`config.mk`:
```
export PLATFORM = sky130hd
export DESIGN_NAME = trng_bit_collector_flat
export DESIGN_NICKNAME = d
export VERILOG_FILES = /design/src/rtl/trng_bit_collector_if.sv /design/src/rtl/trng_bit_collector.sv /design/src/flat_wrapper.sv
export SDC_FILE = /design/constraint.sdc
export NUM_CORES = 1
export LEC_CHECK = 0
export ABC_AREA = 1
export CORE_ASPECT_RATIO = 1.4
export CORE_MARGIN = 2
export CORE_UTILIZATION = 57
export DETAILED_ROUTE_END_ITERATION = 12
export GPL_TIMING_DRIVEN = 0
export PLACE_DENSITY = 0.84
export SETUP_SLACK_MARGIN = 0.02
export SLEW_MARGIN = 0
export SYNTH_ARGS = -nofsm -noshare
export SYNTH_HDL_FRONTEND = slang
export SYNTH_SLANG_ARGS = --single-unit
```
`constraint.sdc`:
```
create_clock -name rng_clk -period 3.1 [get_ports rng_clk]
set_clock_uncertainty 0.15 [all_clocks]
set_input_delay 0.62 -clock rng_clk [delete_from_list [all_inputs] [get_ports rng_clk]]
set_output_delay 0.62 -clock rng_clk [all_outputs]
set_load 0.1 [all_outputs]
```
`src/rtl/trng_bit_collector_if.sv`:
```
// Collector-to-downstream bus: packed word, its valid pulses, block status and round-end handshakes.
// Latency: n/a (wires only).
// Backpressure: none; the downstream ends a round with round_done or ehr_read.
interface trng_bit_collector_if;
    logic [15:0] data_in16bit;
    logic        valid_16bit;
    logic        collector_valid;
    logic        accum_enough_bits;
    logic [3:0]  collect_words_cnt;
    logic        round_done;
    logic        ehr_read;

    modport master (
        output data_in16bit, valid_16bit, collector_valid, accum_enough_bits, collect_words_cnt,
        input  round_done, ehr_read
    );

    modport slave (
        input  data_in16bit, valid_16bit, collector_valid, accum_enough_bits, collect_words_cnt,
        output round_done, ehr_read
    );
endinterface

```
`src/rtl/trng_bit_collector.sv`:
```
// Samples rnd_bit every P cycles, packs 16 samples per word and counts EHR_WORDS words per block.
// Latency: first word 16*P cycles after COLLECT entry, then one word every 16*P cycles.
// Backpressure: a full block pauses sampling until round_done (or ehr_read when bypassed).
module trng_bit_collector #(
    parameter int SAMPLE_CNT_W = 16,
    parameter int EHR_WORDS    = 12,
    parameter int MIN_SAMPLE   = 2
) (
    input  logic                    rng_clk,
    input  logic                    rst_n,
    input  logic                    rnd_src_en,
    input  logic                    rst_trng_logic,
    input  logic                    rnd_bit,
    input  logic [SAMPLE_CNT_W-1:0] sample_cnt,
    input  logic                    auto_correlate_bypass,
    trng_bit_collector_if.master    bus
);

    localparam logic [SAMPLE_CNT_W-1:0] MIN_P     = SAMPLE_CNT_W'(MIN_SAMPLE);
    localparam logic [SAMPLE_CNT_W-1:0] ONE_P     = SAMPLE_CNT_W'(1);
    localparam logic [3:0]              LAST_WORD = 4'(EHR_WORDS - 1);

    typedef enum logic [1:0] {
        S_IDLE    = 2'd0,
        S_COLLECT = 2'd1,
        S_FULL    = 2'd2
    } state_t;

    state_t                  r_state;
    state_t                  w_next_state;
    logic [SAMPLE_CNT_W-1:0] r_period;
    logic [SAMPLE_CNT_W-1:0] r_sample_cnt;
    logic [3:0]              r_bit_cnt;
    logic [15:0]             r_shift;
    logic [15:0]             r_data;
    logic                    r_valid;
    logic                    r_accum;
    logic [3:0]              r_words;

    logic [SAMPLE_CNT_W-1:0] w_period;
    logic                    w_sample_hit;
    logic                    w_word_done;
    logic                    w_round_end;
    logic [15:0]             w_shift_nxt;

    assign w_period     = (sample_cnt < MIN_P) ? MIN_P : sample_cnt;
    assign w_sample_hit = (r_state == S_COLLECT) && (r_sample_cnt == (r_period - ONE_P));
    assign w_word_done  = w_sample_hit && (r_bit_cnt == 4'd15);
    assign w_round_end  = auto_correlate_bypass ? bus.ehr_read : bus.round_done;
    assign w_shift_nxt  = {rnd_bit, r_shift[15:1]};

    always_comb begin
        w_next_state = r_state;
        if (!rnd_src_en) begin
            w_next_state = S_IDLE;
        end else begin
            case (r_state)
                S_IDLE:    w_next_state = S_COLLECT;
                S_COLLECT: if (w_word_done && (r_words == LAST_WORD)) w_next_state = S_FULL;
                S_FULL:    if (w_round_end) w_next_state = S_COLLECT;
                default:   w_next_state = S_IDLE;
            endcase
        end
    end

    always_ff @(posedge rng_clk or negedge rst_n) begin
        if (!rst_n) begin
            r_state <= S_IDLE;
        end else if (rst_trng_logic) begin
            r_state <= S_IDLE;
        end else begin
            r_state <= w_next_state;
        end
    end

    always_ff @(posedge rng_clk or negedge rst_n) begin
        if (!rst_n) begin
            r_period     <= MIN_P;
            r_sample_cnt <= '0;
            r_bit_cnt    <= '0;
            r_shift      <= '0;
            r_data       <= '0;
            r_valid      <= 1'b0;
            r_accum      <= 1'b0;
            r_words      <= '0;
        end else if (rst_trng_logic) begin
            r_period     <= MIN_P;
            r_sample_cnt <= '0;
            r_bit_cnt    <= '0;
            r_shift      <= '0;
            r_data       <= '0;
            r_valid      <= 1'b0;
            r_accum      <= 1'b0;
            r_words      <= '0;
        end else if (!rnd_src_en) begin
            // Partial word is dropped; last word and block status stay visible.
            r_sample_cnt <= '0;
            r_bit_cnt    <= '0;
            r_shift      <= '0;
            r_valid      <= 1'b0;
            r_words      <= '0;
        end else begin
            r_valid <= 1'b0;
            case (r_state)
                S_IDLE: begin
                    r_period     <= w_period;
                    r_accum      <= 1'b0;
                    r_sample_cnt <= '0;
                    r_bit_cnt    <= '0;
                end
                S_COLLECT: begin
                    if (w_sample_hit) begin
                        r_sample_cnt <= '0;
                        r_shift      <= w_shift_nxt;
                        r_bit_cnt    <= r_bit_cnt + 4'd1;
                    end else begin
                        r_sample_cnt <= r_sample_cnt + ONE_P;
                    end
                    if (w_word_done) begin
                        r_data  <= w_shift_nxt;
                        r_valid <= 1'b1;
                        r_words <= r_words + 4'd1;
                        if (r_words == LAST_WORD) r_accum <= 1'b1;
                    end
                end
                S_FULL: begin
                    r_sample_cnt <= '0;
                    r_bit_cnt    <= '0;
                    if (w_round_end) begin
                        r_words <= '0;
                        r_accum <= 1'b0;
                    end
                end
                default: begin
                    r_sample_cnt <= '0;
                    r_bit_cnt    <= '0;
                end
            endcase
        end
    end

    assign bus.data_in16bit      = r_data;
    assign bus.valid_16bit       = r_valid;
    assign bus.collector_valid   = r_valid;
    assign bus.accum_enough_bits = r_accum;
    assign bus.collect_words_cnt = r_words;

endmodule

```
`src/flat_wrapper.sv`:
```
// flat-port wrapper written by rule: the top's interface ports become plain ports
module trng_bit_collector_flat 
#(
    parameter int SAMPLE_CNT_W = 16,
    parameter int EHR_WORDS    = 12,
    parameter int MIN_SAMPLE   = 2
)
  (rng_clk, rst_n, rnd_src_en, rst_trng_logic, rnd_bit, sample_cnt, auto_correlate_bypass, bus_data_in16bit, bus_valid_16bit, bus_collector_valid, bus_accum_enough_bits, bus_collect_words_cnt, bus_round_done, bus_ehr_read);
  trng_bit_collector_if bus_i ();
  input  logic rng_clk;
  input  logic rst_n;
  input  logic rnd_src_en;
  input  logic rst_trng_logic;
  input  logic rnd_bit;
  input  logic [SAMPLE_CNT_W-1:0] sample_cnt;
  input  logic auto_correlate_bypass;
  output wire logic [$bits(bus_i.data_in16bit)-1:0] bus_data_in16bit;
  output wire logic [$bits(bus_i.valid_16bit)-1:0] bus_valid_16bit;
  output wire logic [$bits(bus_i.collector_valid)-1:0] bus_collector_valid;
  output wire logic [$bits(bus_i.accum_enough_bits)-1:0] bus_accum_enough_bits;
  output wire logic [$bits(bus_i.collect_words_cnt)-1:0] bus_collect_words_cnt;
  input wire logic [$bits(bus_i.round_done)-1:0] bus_round_done;
  input wire logic [$bits(bus_i.ehr_read)-1:0] bus_ehr_read;
  assign bus_data_in16bit = bus_i.data_in16bit;
  assign bus_valid_16bit = bus_i.valid_16bit;
  assign bus_collector_valid = bus_i.collector_valid;
  assign bus_accum_enough_bits = bus_i.accum_enough_bits;
  assign bus_collect_words_cnt = bus_i.collect_words_cnt;
  assign bus_i.round_done = bus_round_done;
  assign bus_i.ehr_read = bus_ehr_read;
  trng_bit_collector #(.SAMPLE_CNT_W(SAMPLE_CNT_W), .EHR_WORDS(EHR_WORDS), .MIN_SAMPLE(MIN_SAMPLE)) u_core (.rng_clk(rng_clk), .rst_n(rst_n), .rnd_src_en(rnd_src_en), .rst_trng_logic(rst_trng_logic), .rnd_bit(rnd_bit), .sample_cnt(sample_cnt), .auto_correlate_bypass(auto_correlate_bypass), .bus(bus_i));
endmodule
```
==> Implementation_results.wiki <==
{| class="wikitable"
! Metric !! Value
|-
| Kind of launch point of the worst setup path || flip-flop
|-
| Number of nets in the synthesized netlist || 608
|-
| Leftover overflow at the end of global routing || 0
|-
| Outcome || complete, no violations
|-
| Worst Reg2Reg Path Length in Cells || 17
|-
| Critical path capture point type || flip-flop
|-
| Final ANT Viol Nets || 0
|-
| Register bit total from synthesis || 75
|-
| Instance count after placement with tap cells included || 723
|-
| Vertical die dimension || 108 um
|-
| Slew Limit Fails || 0
|-
| Clk sinks || 75
|-
| Clock input transition at the sequential cells of the worst setup and hold paths || 0.09 ns
|-
| Total clock buffers created by CTS || 9
|-
| Core Footprint || 7610 um2
|-
| Signal arrival time at the worst endpoint || 2.88 ns
|-
| DRC violation count after routing || 0
|-
| Count of port buffers added during placement || 46
|-
| Switching power summed over all nets || 0.000638 W
|-
| Final critical-path share of the clock period || 89.8%
|-
| Worst IR Drop VDD || 0.389 mV
|-
| Die Width || 78.4 um
|-
| Wire length of the first global-routing pass || 17100 um
|-
| Maximum number of pins on one net before global-route repair || 41
|-
| Tot GR Track Use || 25.5%
|-
| GR Layer Usage met3 || 5.34%
|-
| CTS max path bufs || 2
|-
| Mapped Area || 4410 um2
|-
| H-tree level count || 3
|-
| Non-Filler Cell Area, Final || 5220 um2
|-
| Sequential-to-total area share from yosys stat || 42.6%
|-
| Number of DRC violations after detailed-routing iteration 0 || 184
|-
| Pre-CTS setup slack || 0.0357 ns
|-
| Final antenna diode count || 0
|-
| Comb pwr share || 14.8%
|-
| Relative slew slack || 33.2%
|-
| Count of synthesis-stage warnings from yosys || 0
|-
| Vias in the first global route || 3884
|-
| Total power per unit cell area || 408 nW/um2
|-
| Internal power summed over all cells || 0.00149 W
|-
| Via count normalized by instance count || 5.29
|-
| Final cell count without fillers || 739
|-
| Layer with the highest usage || met2
|-
| Leakage power total || 2.52 nW
|-
| Worst Tran Pin Value || 0.998 ns
|-
| Initial antenna violation count || 0
|-
| Fin crit period || 2.78 ns
|-
| # hold bufs at CTS || 0
|-
| Most common cell after layout, fill and taps aside || sky130_fd_sc_hd__nand2_1
|-
| Clock tree from TritonCTS || built
|-
| Weighted congestion at the end of routability-driven global placement || 0.918
|-
| WP data required || 3.20 ns
|-
| Maximum frequency from static timing analysis || 0.359 GHz
|-
| Worst Path Class, Setup || flip-flop to flip-flop
|-
| Number of violations of the max-capacitance limit || 0
|-
| CTS resizes || 0
|-
| Share of post-route cells with drive strength above 1 || 10.0%
|-
| Synth-to-layout area growth || 18.4%
|-
| Post-detailed-routing wire length || 10100 um
|-
| Die Outline Area || 8470 um2
|-
| Clock group share of total power || 37.3%
|-
| Class of the worst hold path || input pin to asynchronous set/reset pin
|-
| Number of distinct library cells after synthesis || 43
|-
| Worst hold slack || 0.0588 ns
|-
| Relative contribution of sequential cells to total power || 47.8%
|-
| Per-cell routed wire length || 13.6 um
|-
| Via total after detailed routing || 3910
|-
| Initial Util || 58.0%
|-
| Number of iterations in the first detailed-routing pass || 4
|-
| Clock latency at the later pin of the worst-skew pair || 0.36 ns
|-
| # Post-CTS Setup Buffers || 0
|-
| Met1 usage in global routing || 29.2%
|-
| Final setup vio count || 0
|-
| Half-perimeter wire length of the detailed placement result || 7620 um
|-
| PnR Total Power || 0.00213 W
|-
| Post-detailed-placement cell area || 5010 um2
|-
| Master cell of the clock root buffer || sky130_fd_sc_hd__clkbuf_8
|-
| Worst-path fanout max || 10
|-
| Grt met2 use || 44.5%
|-
| Per-instance average area after synthesis || 7.66 um2
|-
| Boundary Pins || 47
|-
| Final worst setup slack || 0.315 ns
|-
| Commonest cells after routing, fill and taps aside || sky130_fd_sc_hd__nand2_1 (170), sky130_fd_sc_hd__dfrtp_1 (74), sky130_fd_sc_hd__nor2_1 (58)
|-
| Final count of hold timing violations || 0
|-
| Setup repair after global routing missed its margin || false
|-
| Switching power share of the total || 30.0%
|-
| Standard-cell rows || 38
|-
| Number of standard cells after synthesis || 576
|-
| Net total in the final layout || 666
|-
| Filler instances || 610
|}
## area by class of cell
type	instances	area (um2)	share of cell area, %
Multi-Input combinational cell	424	2220	42.5
Tap cell	100	125	2.40
Sequential cell	75	1880	36.0
Buffer	16	82.6	1.58
Clock inverter	7	85.1	1.63
Inverter	61	230	4.41
Timing Repair Buffer	47	478	9.15
Clock buffer	9	124	2.37
## worst max-delay path: stages (launching register included)
cell and delay (ns):
sky130_fd_sc_hd__dfstp_2 0.55, sky130_fd_sc_hd__inv_1 0.05, sky130_fd_sc_hd__ha_1 0.28, sky130_fd_sc_hd__nand2_1 0.07
sky130_fd_sc_hd__inv_1 0.03, sky130_fd_sc_hd__nor2_1 0.08, sky130_fd_sc_hd__nand2_1 0.07, sky130_fd_sc_hd__nor2_1 0.10
sky130_fd_sc_hd__nand2_1 0.05, sky130_fd_sc_hd__nor2_1 0.24, sky130_fd_sc_hd__nand4_4 0.18, sky130_fd_sc_hd__nor2_8 0.21
sky130_fd_sc_hd__nand3_4 0.14, sky130_fd_sc_hd__clkinv_2 0.11, sky130_fd_sc_hd__nand2_4 0.08, sky130_fd_sc_hd__buf_6 0.17
sky130_fd_sc_hd__nand3_2 0.05, sky130_fd_sc_hd__nand2_1 0.05
## routing by layer
layer  routed length [um]  part of all wire, %
met3                  412                  4.1
met1                 4080                   41
met5                    0                    0
met2                 5220                   52
met4                  341                  3.4
## kinds of logic after synthesis
group / share of synthesized area [%]
xor+xnor: 3.37
compound gates: 7.80
buf+inv: 7.09
flops: 42.6
simple gates: 36.9
fa+ha+maj: 2.27
## flip-flops by register name (all words and copies together) (netlist names)
signal                        count
u_core.bus.collect_words_cnt      4
u_core.r_sample_cnt              16
u_core.r_period                  16
u_core.bus.data_in16bit          16
u_core.bus.accum_enough_bits      1
u_core.r_bit_cnt                  4
u_core.r_shift                   15
u_core.r_state                    2
u_core.bus.collector_valid        1
## cells in the mapped netlist (all sizes together)
library cell  count  area share (%)
nor3             12             1.4
nor4b             1            0.20
a211oi            1            0.17
o21bai            1            0.17
o31a              1            0.20
nand3            61             8.7
o21ai            36             4.1
dfstp             1            0.60
nor2             72             8.1
ha                8             2.3
nand4             7             1.3
a22o              7             1.4
clkbuf            8            0.68
a21oi            11             1.2
nor4              4            0.57
xor2              7             1.4
and2              1            0.14
clkinv            3            0.28
or2               1            0.14
nand3b            3            0.51
buf               8             1.2
o21a              1            0.17
and3              1            0.14
dfrtp            74              42
o2111ai           1            0.20
nand2           176              16
xnor2            10             2.0
o31ai             1            0.17
inv              58             4.9
## metrics by stage
| step | setup TNS [ns] | utilization, % |
|---|---|---|
| detailed placement | 0 | 65.9 |
| global route | 0 | 68.7 |
| CTS | 0 | 68.7 |
| finish | 0 | 68.7 |
| floorplan | 0 | - |
| global placement | -93.60 | 65.7 |
## final timing paths
check	start	to	slack, ns
max in group asynchronous	rst_n	u_core.bus.accum_enough_bits$_DFFE_PN0P_	2.17
min reg2reg	u_core.bus.accum_enough_bits$_DFFE_PN0P_	u_core.bus.accum_enough_bits$_DFFE_PN0P_	0.33
max	u_core.r_period[1]$_DFFE_PN1P_	u_core.bus.data_in16bit[2]$_DFFE_PN0P_	0.32
min in group rng_clk	u_core.bus.accum_enough_bits$_DFFE_PN0P_	u_core.bus.accum_enough_bits$_DFFE_PN0P_	0.33
max reg2reg	u_core.r_period[1]$_DFFE_PN1P_	u_core.bus.data_in16bit[2]$_DFFE_PN0P_	0.32
min	rst_n	u_core.r_shift[11]$_DFFE_PN0P_	0.06
## power by group through the flow
stage          combinational [W]  sequential, W  clock [W]
6_report                0.000316        0.00102   0.000794
5_1_grt                 0.000353        0.00102   0.000847
4_1_cts                 0.000315        0.00102   0.000806
3_5_place_dp            0.000314        0.00104          0
3_3_place_gp            0.000303        0.00104          0
2_1_floorplan           0.000197        0.00105          0
(Power assumes the default switching activity.)
